$ cat src/rtl/bus_pkg.sv
// Shared definitions for the LSU data-bus request router.
//   state_e    : router FSM states (IDLE, REQ, WAIT, RSP)
//   N_TGT      : number of responders
//   SEL_W      : width of the responder select field
//   tgt_onehot : select index -> one-hot responder vector
package bus_pkg;

  localparam int N_TGT = 4;
  localparam int SEL_W = 2;

  typedef enum logic [1:0] {
    IDLE = 2'd0,
    REQ  = 2'd1,
    WAIT = 2'd2,
    RSP  = 2'd3
  } state_e;

  function automatic logic [N_TGT-1:0] tgt_onehot(input logic [SEL_W-1:0] sel);
    tgt_onehot      = '0;
    tgt_onehot[sel] = 1'b1;
  endfunction

endpackage

$ cat src/rtl/mux_4.sv
// 4:1 data multiplexer, shared with the read-return path.
//   sel_i      in  2    select
//   d0_i..d3_i in  DW   data inputs
//   y_o        out DW   selected data
module mux_4 #(
  parameter int DW = 32
) (
  input  logic [1:0]    sel_i,
  input  logic [DW-1:0] d0_i,
  input  logic [DW-1:0] d1_i,
  input  logic [DW-1:0] d2_i,
  input  logic [DW-1:0] d3_i,
  output logic [DW-1:0] y_o
);

  always_comb begin
    y_o = d0_i;
    case (sel_i)
      2'd0:    y_o = d0_i;
      2'd1:    y_o = d1_i;
      2'd2:    y_o = d2_i;
      2'd3:    y_o = d3_i;
      default: y_o = d0_i;
    endcase
  end

endmodule

$ cat src/rtl/bus_demux_4.sv
// 1-initiator -> 4-responder request router for the RV32 LSU data bus.
// One outstanding transaction: the request is registered, forwarded to the
// responder picked by addr[SEL_LSB+1:SEL_LSB], and its response is returned
// to the initiator as a single-cycle pulse.
//
// Ports
//   clk, rst_n                      clock, async active-low reset
//   m_req_valid/m_req_ready         initiator request handshake
//   m_addr/m_we/m_be/m_wdata        initiator request payload
//   m_rsp_valid/m_rdata/m_rsp_err   initiator response (pulse + held data)
//   s_req_valid[4]/s_req_ready[4]   per-responder request handshake
//   s_addr/s_we/s_be/s_wdata        shared registered request payload
//   s_rsp_valid[4]/s_rdata[4]       per-responder response
//
// Build option: BUS_DEMUX_TIMEOUT_EN adds a watchdog that ends a transaction
// with m_rsp_err=1 after TIMEOUT_CYC cycles in REQ+WAIT. Without it the
// router waits indefinitely and m_rsp_err is constant 0.
//
// state | meaning
// IDLE  | ready for a request, payload captured on m_req_valid
// REQ   | s_req_valid asserted toward the selected responder
// WAIT  | request taken, waiting for the selected responder's response
// RSP   | one-cycle m_rsp_valid pulse toward the initiator
module bus_demux_4
  import bus_pkg::*;
#(
  parameter int DW          = 32,
  parameter int AW          = 32,
  parameter int SEL_LSB     = 28,
  parameter int TIMEOUT_CYC = 255
) (
  input  logic                      clk,
  input  logic                      rst_n,
  input  logic                      m_req_valid,
  output logic                      m_req_ready,
  input  logic [AW-1:0]             m_addr,
  input  logic                      m_we,
  input  logic [DW/8-1:0]           m_be,
  input  logic [DW-1:0]             m_wdata,
  output logic                      m_rsp_valid,
  output logic [DW-1:0]             m_rdata,
  output logic                      m_rsp_err,
  output logic [N_TGT-1:0]          s_req_valid,
  input  logic [N_TGT-1:0]          s_req_ready,
  output logic [AW-1:0]             s_addr,
  output logic                      s_we,
  output logic [DW/8-1:0]           s_be,
  output logic [DW-1:0]             s_wdata,
  input  logic [N_TGT-1:0]          s_rsp_valid,
  input  logic [N_TGT-1:0][DW-1:0]  s_rdata
);

  state_e           state_q, state_d;
  logic [SEL_W-1:0] sel_q;
  logic [AW-1:0]    addr_q;
  logic             we_q;
  logic [DW/8-1:0]  be_q;
  logic [DW-1:0]    wdata_q;
  logic [DW-1:0]    rdata_q, rdata_d;
  logic [DW-1:0]    rdata_sel;
  logic             accept;
  logic             rsp_hit;
  logic             timeout;

  assign accept = (state_q == IDLE) && m_req_valid;

  mux_4 #(.DW(DW)) u_rdata_mux (
    .sel_i (sel_q),
    .d0_i  (s_rdata[0]),
    .d1_i  (s_rdata[1]),
    .d2_i  (s_rdata[2]),
    .d3_i  (s_rdata[3]),
    .y_o   (rdata_sel)
  );

`ifdef BUS_DEMUX_TIMEOUT_EN
  localparam int              CNT_W    = $clog2(TIMEOUT_CYC + 1);
  localparam logic [CNT_W-1:0] CNT_LAST = CNT_W'(TIMEOUT_CYC - 1);

  logic [CNT_W-1:0] cnt_q, cnt_d;
  logic             err_q, err_d;

  // cnt_q counts completed cycles in REQ+WAIT; the last allowed cycle is
  // the one where it reads TIMEOUT_CYC-1.
  always_comb begin
    cnt_d = cnt_q;
    if (state_q == IDLE) begin
      cnt_d = '0;
    end else if ((state_q == REQ) || (state_q == WAIT)) begin
      cnt_d = cnt_q + 1'b1;
    end
  end

  assign timeout = ((state_q == REQ) || (state_q == WAIT)) && (cnt_q == CNT_LAST);

  // A real response in the same cycle as the watchdog expiry wins.
  always_comb begin
    err_d = err_q;
    if (rsp_hit) begin
      err_d = 1'b0;
    end else if (timeout) begin
      err_d = 1'b1;
    end
  end

  always_ff @(posedge clk or negedge rst_n) begin
    if (!rst_n) begin
      cnt_q <= '0;
      err_q <= 1'b0;
    end else begin
      cnt_q <= cnt_d;
      err_q <= err_d;
    end
  end

  assign m_rsp_err = err_q;
`else
  logic unused_timeout_cfg;
  assign unused_timeout_cfg = ^TIMEOUT_CYC;
  assign timeout            = 1'b0;
  assign m_rsp_err          = 1'b0;
`endif

  always_comb begin
    state_d = state_q;
    rdata_d = rdata_q;
    rsp_hit = 1'b0;
    unique case (state_q)
      IDLE: begin
        if (m_req_valid) state_d = REQ;
      end
      REQ: begin
        if (s_req_ready[sel_q]) begin
          if (s_rsp_valid[sel_q]) begin
            state_d = RSP;
            rsp_hit = 1'b1;
          end else begin
            state_d = WAIT;
          end
        end
      end
      WAIT: begin
        if (s_rsp_valid[sel_q]) begin
          state_d = RSP;
          rsp_hit = 1'b1;
        end
      end
      RSP: begin
        state_d = IDLE;
      end
      default: begin
        state_d = IDLE;
      end
    endcase

    // Stores return zero data rather than whatever the responder drives.
    if (rsp_hit) begin
      rdata_d = we_q ? '0 : rdata_sel;
    end else if (timeout) begin
      state_d = RSP;
      rdata_d = '0;
    end
  end

  always_ff @(posedge clk or negedge rst_n) begin
    if (!rst_n) begin
      state_q <= IDLE;
      sel_q   <= '0;
      addr_q  <= '0;
      we_q    <= 1'b0;
      be_q    <= '0;
      wdata_q <= '0;
      rdata_q <= '0;
    end else begin
      state_q <= state_d;
      rdata_q <= rdata_d;
      if (accept) begin
        sel_q   <= m_addr[SEL_LSB +: SEL_W];
        addr_q  <= m_addr;
        we_q    <= m_we;
        be_q    <= m_be;
        wdata_q <= m_wdata;
      end
    end
  end

  assign m_req_ready = (state_q == IDLE);
  assign m_rsp_valid = (state_q == RSP);
  assign m_rdata     = rdata_q;
  assign s_req_valid = (state_q == REQ) ? tgt_onehot(sel_q) : '0;
  assign s_addr      = addr_q;
  assign s_we        = we_q;
  assign s_be        = be_q;
  assign s_wdata     = wdata_q;

endmodule

$ cat config.mk
export PLATFORM = sky130hd
export DESIGN_NAME = bus_demux_4
export DESIGN_NICKNAME = d
export VERILOG_FILES = /design/src/rtl/bus_pkg.sv /design/src/rtl/mux_4.sv /design/src/rtl/bus_demux_4.sv
export SDC_FILE = /design/constraint.sdc
export NUM_CORES = 1
export LEC_CHECK = 0
export CORE_AREA = 2 2 123 125
export DETAILED_ROUTE_END_ITERATION = 10
export DIE_AREA = 0 0 125 127
export GPL_TIMING_DRIVEN = 0
export PLACE_DENSITY = 0.78
export SLEW_MARGIN = 40
export SYNTH_ARGS = -nofsm -noshare
export SYNTH_HDL_FRONTEND = slang
export SYNTH_SLANG_ARGS = --single-unit
export TNS_END_PERCENT = 100
$ cat constraint.sdc
create_clock -name clk -period 3.1 [get_ports clk]
set_clock_uncertainty 0.05 [all_clocks]
set_input_delay 0.31 -clock clk [delete_from_list [all_inputs] [get_ports clk]]
set_output_delay 0.31 -clock clk [all_outputs]
set_load 0.02 [all_outputs]
# Word-level counts from Yosys, hierarchy flattened
# Cells that the tools add are included.
[totals]
reg_bits = 105
out_inout_bits = 108
wordCells = 40
[op_classes]
order_cmp = 2
n_eq_ne = 9
muxes = 17
n_reduce_logical = 5
[op_table]
columns = ["op", "count"]
rows = [
  ["$pmux 32 s4", 1],
  ["$mux 32", 1],
  ["$eq 2x2->1 const B", 4],
  ["$pmux 2 s4", 1],
  ["$mux 1", 6],
  ["$mux 2", 3],
  ["$ne 2x2->1 const B", 3],
  ["$bmux 1 s2", 2],
  ["$eq 2x1->1 const B", 2],
  ["$logic_not 2->1", 2],
  ["$mux 4", 1],
  ["$lt 2x3->1 const B", 1],
  ["$reduce_and 3->1", 1],
  ["$demux 1 s2", 1],
  ["$ge 2x1->1 const B", 1],
  ["$logic_and 1x1->1", 2],
  ["$pmux 1 s2", 1],
]

# Logic depth before layout (Yosys ltp)
[logic_depth]
ltp_word = 5
depth_mapped = 6
mapped_depth_nobuf = 6

# Cells and area by module
# Synthesis repeated with hierarchy kept, for this count alone.
[unflattened]
cells_unflattened = 361
area_unflattened_um2 = 5051.1
[by_module_without_submodules]
columns = ["mod", "n_inst", "cells_each", "area_each_um2", "seq_area_each_um2"]
rows = [
  ["bus_demux_4", 1, 322, 4236.6, 2577.5],
  ["mux_4", 1, 39, 814.5, 0.0],
]

# Least setup slack after synthesis
# Ideal clock, no wire load.
[synth_path]
path_type = "register to register"
start = "register sel_q[0]"
end = "register rdata_q[10] (netlist: m_rdata[10])"
setup_ns = 0.125
arrival_ns = 1.894
required_ns = 2.925
setup_slack_ns = 1.031
stages_incl_launch_ff = 7
path_cell_list = "dfrtp_1 > buf_6 > mux4_2 > a21o_1 > nand3_4 > buf_12 > mux2_4"
[synth_between]
elab_chain_len = 5
word_cells_on_any_way = 13
[synth_rtl]
columns = ["item", "line", "text"]
rows = [
  ["start, declared", "bus_demux_4.sv:54", "logic [SEL_W-1:0] sel_q;"],
  ["start signal, assigned", "bus_demux_4.sv:178", "sel_q <= m_addr[SEL_LSB +: SEL_W];"],
  ["$bmux 1 s2", "bus_demux_4.sv:134, bus_demux_4.sv:143", ""],
  ["$mux 1 (implied by the code)", "bus_demux_4.sv:134, bus_demux_4.sv:143", ""],
  ["$mux 1", "bus_demux_4.sv:134, bus_demux_4.sv:143", ""],
  ["$mux 1", "bus_demux_4.sv:133", "if (s_req_ready[sel_q]) begin"],
  ["$pmux 1 s2", "bus_demux_4.sv:128", "unique case (state_q)"],
  ["end signal, assigned", "bus_demux_4.sv:176", "rdata_q <= rdata_d;"],
  ["end, declared", "bus_demux_4.sv:59", "logic [DW-1:0] rdata_q, rdata_d;"],
]
# Parallel ways exist; a longest one is shown, timed or not. The select of a mux whose other input is x is not followed.
# A chain may end at the register's enable or synchronous reset.

==> metrics <==
outcome complete, no violations; required time of the worst setup path 2740 ps; Worst EP arrival 2490 ps; kind of critical path flip-flop to primary output; Crit Path Max Fanout 10; number of cells on the worst reg-to-reg path 6; setup slack on the worst flop-to-flop path 640 ps; setup-violating endpoint count in the final report 0; flops & latches, synth 103; EDFF count, synth 0; ordered cell list for the critical path clkbuf_1, buf_2, inv_1, nor2_1, clkdlybuf4s50_1; first-pass GRT wire length 24400 µm; worst stage delay on the critical path 620 ps; top cells by count, synth 103 x dfrtp_1, 72 x mux2_2, 34 x mux4_2, 34 x nor2b_1, 31 x mux2_4; number of max-cap violations 0; Final ANT Viol Nets 0; instance count of the mapped netlist 322; max frequency 0.350 GHz; worst r2r src state_q[0]; share of total power in combinational logic 0.584; biggest area contributors in the synthesized netlist dfrtp_1 50%, mux2_2 16%, mux4_2 15%, mux2_4 9.0%, nor2b_1 4.1%; Critical-path top delay cell clkdlybuf4s50_1; Hold Violations, Final 0; cell type with the largest total area after synthesis dfrtp_1; total clock sinks 103; IR drop worst, VDD 0.447 mV; Skew-Pair Late Insertion Delay 340 ps; Clk network pwr share 0.144; average wire per cell in the routed design 18.9 µm; vias per cell 4.78; CTS tree built; count of unique library cells instantiated by Yosys 24; measured slew at the worst slew-check pin 574 ps; Global Route Usage Sum 0.197; share of async-settable or async-resettable flops after synthesis 1.00; sequential fraction of design power 0.272; area growth from synthesis to layout 72.4%; reported net switching power 3.06 mW; remaining design rule violation count 0; post-route fraction of the period consumed by the critical path 0.920; area of all placed cells without fillers 8920 µm²; Clock transition at path regs 70 ps; Min Clock Period, post-route 2850 ps; antenna diode count 0; fraction of final layout cells with drive strength greater than 1 0.257; core utilization of the finished layout 0.618; sw frac 0.354; number of DRC violations after detailed-routing iteration 0 128; Post-Synthesis Mean Instance Area 16.1 µm²; initial cell density of the core 0.359; final HPWL from detailed placement 12900 µm; overall die height 127 µm; net count of the mapped netlist 535; top cell type's share of synthesized area 0.498; R2R Path End s_wdata[28]; layout filler cell count 1120; number of global-route vias before repair 4507; floorplan die width 125 µm; Area after DPL 8580 µm²; via count 3998; number of gates given a new drive strength after cts 0; top-count cell post-synth dfrtp_1; Post-Syn Area 5170 µm²; max-slew violation total from the final report 0; unrepaired setup endpoints after global routing false; pwr dens 969 nW/µm²; number of optimization iterations in the first detailed-route pass 4; number of buffers created by CTS 9; type of destination of the critical path primary output; routability-driven placement congestion ratio 0.896; area of the die 15900 µm²; largest net degree at the start of global routing 54; post-synthesis sequential area ratio 0.498; Yosys warnings 0; IO buf count 314; I/O pins 316; root buffer cell clkbuf_16; P_int 5.58 mW; count of standard-cell rows 44; number of nets in the layout 862; Routed Wire Length 15800 µm; number of antenna violations at the first check in global routing 0; grt ovf 0; worst relative slew slack 0.617; P_leak 3.72 nW; kind of start point of the critical path flip-flop; maximum clock insertion buffer count 2; H-tree lvl count 3; core area 14400 µm²; top flip-flop cell by instance count after synthesis dfrtp_1; Hold Crit Class primary input to asynchronous set/reset pin
==> per-layer routing <==
layer / GRT usage / routed length, µm / up-vias
li1: - / - / 1823
met1: 0.238 / 6300 / 1978
met2: 0.347 / 8280 / 175
met3: 0.0523 / 941 / 22
met4: 0.0601 / 318 / 0
met5: 0 / 0 / -
==> registers in the layout, summed over array words and instances (netlist names) <==
signal,flops
m_rdata,32
s_addr,31
s_be,4
s_wdata,32
s_we,1
sel_q,1
state_q,2
==> power by group through the flow <==
stage / Clock [mW] / Sequential [mW] / Combinational (mW)
floorplan: 0 / 3.10 / 2.23
finish: 1.24 / 2.35 / 5.04
CTS: 1.28 / 2.36 / 5.11
global placement: 0 / 2.34 / 5.01
global route: 1.33 / 2.44 / 5.32
detailed placement: 0 / 2.38 / 5.09
==> timing repair <==
item | CTS | global route
buffers inserted | 0 | 0
hold buffers | 1 | 0
endpoints found under the hold margin | 52 | 0
==> final cells by class <==
| class | count | area [µm²] | area share |
|---|---|---|---|
| clock buffers | 11 | 253 | 0.0283 |
| plain buffers | 22 | 151 | 0.0170 |
| inverters | 4 | 15.0 | 0.00168 |
| well taps | 184 | 230 | 0.0258 |
| clock inverters | 4 | 76.3 | 0.00856 |
| flip-flops and latches | 103 | 2580 | 0.289 |
| repair buffers | 316 | 3190 | 0.357 |
| multi-input cells | 193 | 2430 | 0.272 |
==> placed cells by master (no fill, tap or decap), drive strengths merged <==
| cell type | netlist | layout |
|---|---|---|
| conb | 1 | 1 |
| dfrtp | 103 | 103 |
| or3 | 1 | 1 |
| mux2 | 103 | 103 |
| a211oi | 1 | 1 |
| o41ai | 1 | 1 |
| mux4 | 34 | 34 |
| clkdlybuf4s50 | 0 | 313 |
| o31ai | 1 | 1 |
| a21o | 2 | 2 |
| nand3 | 1 | 1 |
| nor2b | 34 | 34 |
| ha | 5 | 5 |
| clkbuf | 4 | 15 |
| nor2 | 5 | 5 |
| bufinv | 0 | 2 |
| buf | 18 | 20 |
| nand2b | 1 | 1 |
| dlygate4sd3 | 0 | 1 |
| nand2 | 2 | 2 |
| inv | 4 | 5 |
| clkinvlp | 0 | 1 |
| o22ai | 1 | 1 |
==> kinds of logic after synthesis <==
logic type	count (synthesis)	synth area share
mux	137	0.395
flops	103	0.498
simple gates	44	0.0530
buf+inv	26	0.0322
compound gates	6	0.00871
fa+ha+maj	5	0.0121
other cells	1	0.000725
==> worst max-delay path, delay by kind of cell, from the launching register on <==
| family | cells | cell delay [ps] |
|---|---|---|
| buf+inv | 4 | 1560 |
| flops | 1 | 460 |
| simple gates | 1 | 120 |
==> through the flow <==
stage,total power [mW],setup slack [ps],TNS [ps],hold slack (ps),cells
6_report,8.64,247,0,427,837
5_1_grt,9.09,120,0,461,837
4_1_cts,8.75,218,0,423,837
3_5_place_dp,7.47,596,0,200,821
3_3_place_gp,7.34,-2170,-222560,436,820
2_1_floorplan,5.34,1030,0,-35.6,322
==> worst max-delay path by stage <==
stage / to / slack, ps / start / cells past startpoint
floorplan: m_rdata[10] / 1030 / sel_q[0] / 6
CTS: s_req_valid[2] / 220 / s_addr[29] / 5
global placement: s_wdata[14] / -2170 / rst_n / 1
detailed placement: s_req_valid[2] / 600 / s_addr[29] / 5
finish: s_req_valid[2] / 250 / s_addr[29] / 5
global route: s_req_valid[2] / 120 / s_addr[29] / 5
No activity file was read; power rests on OpenSTA's default activity.
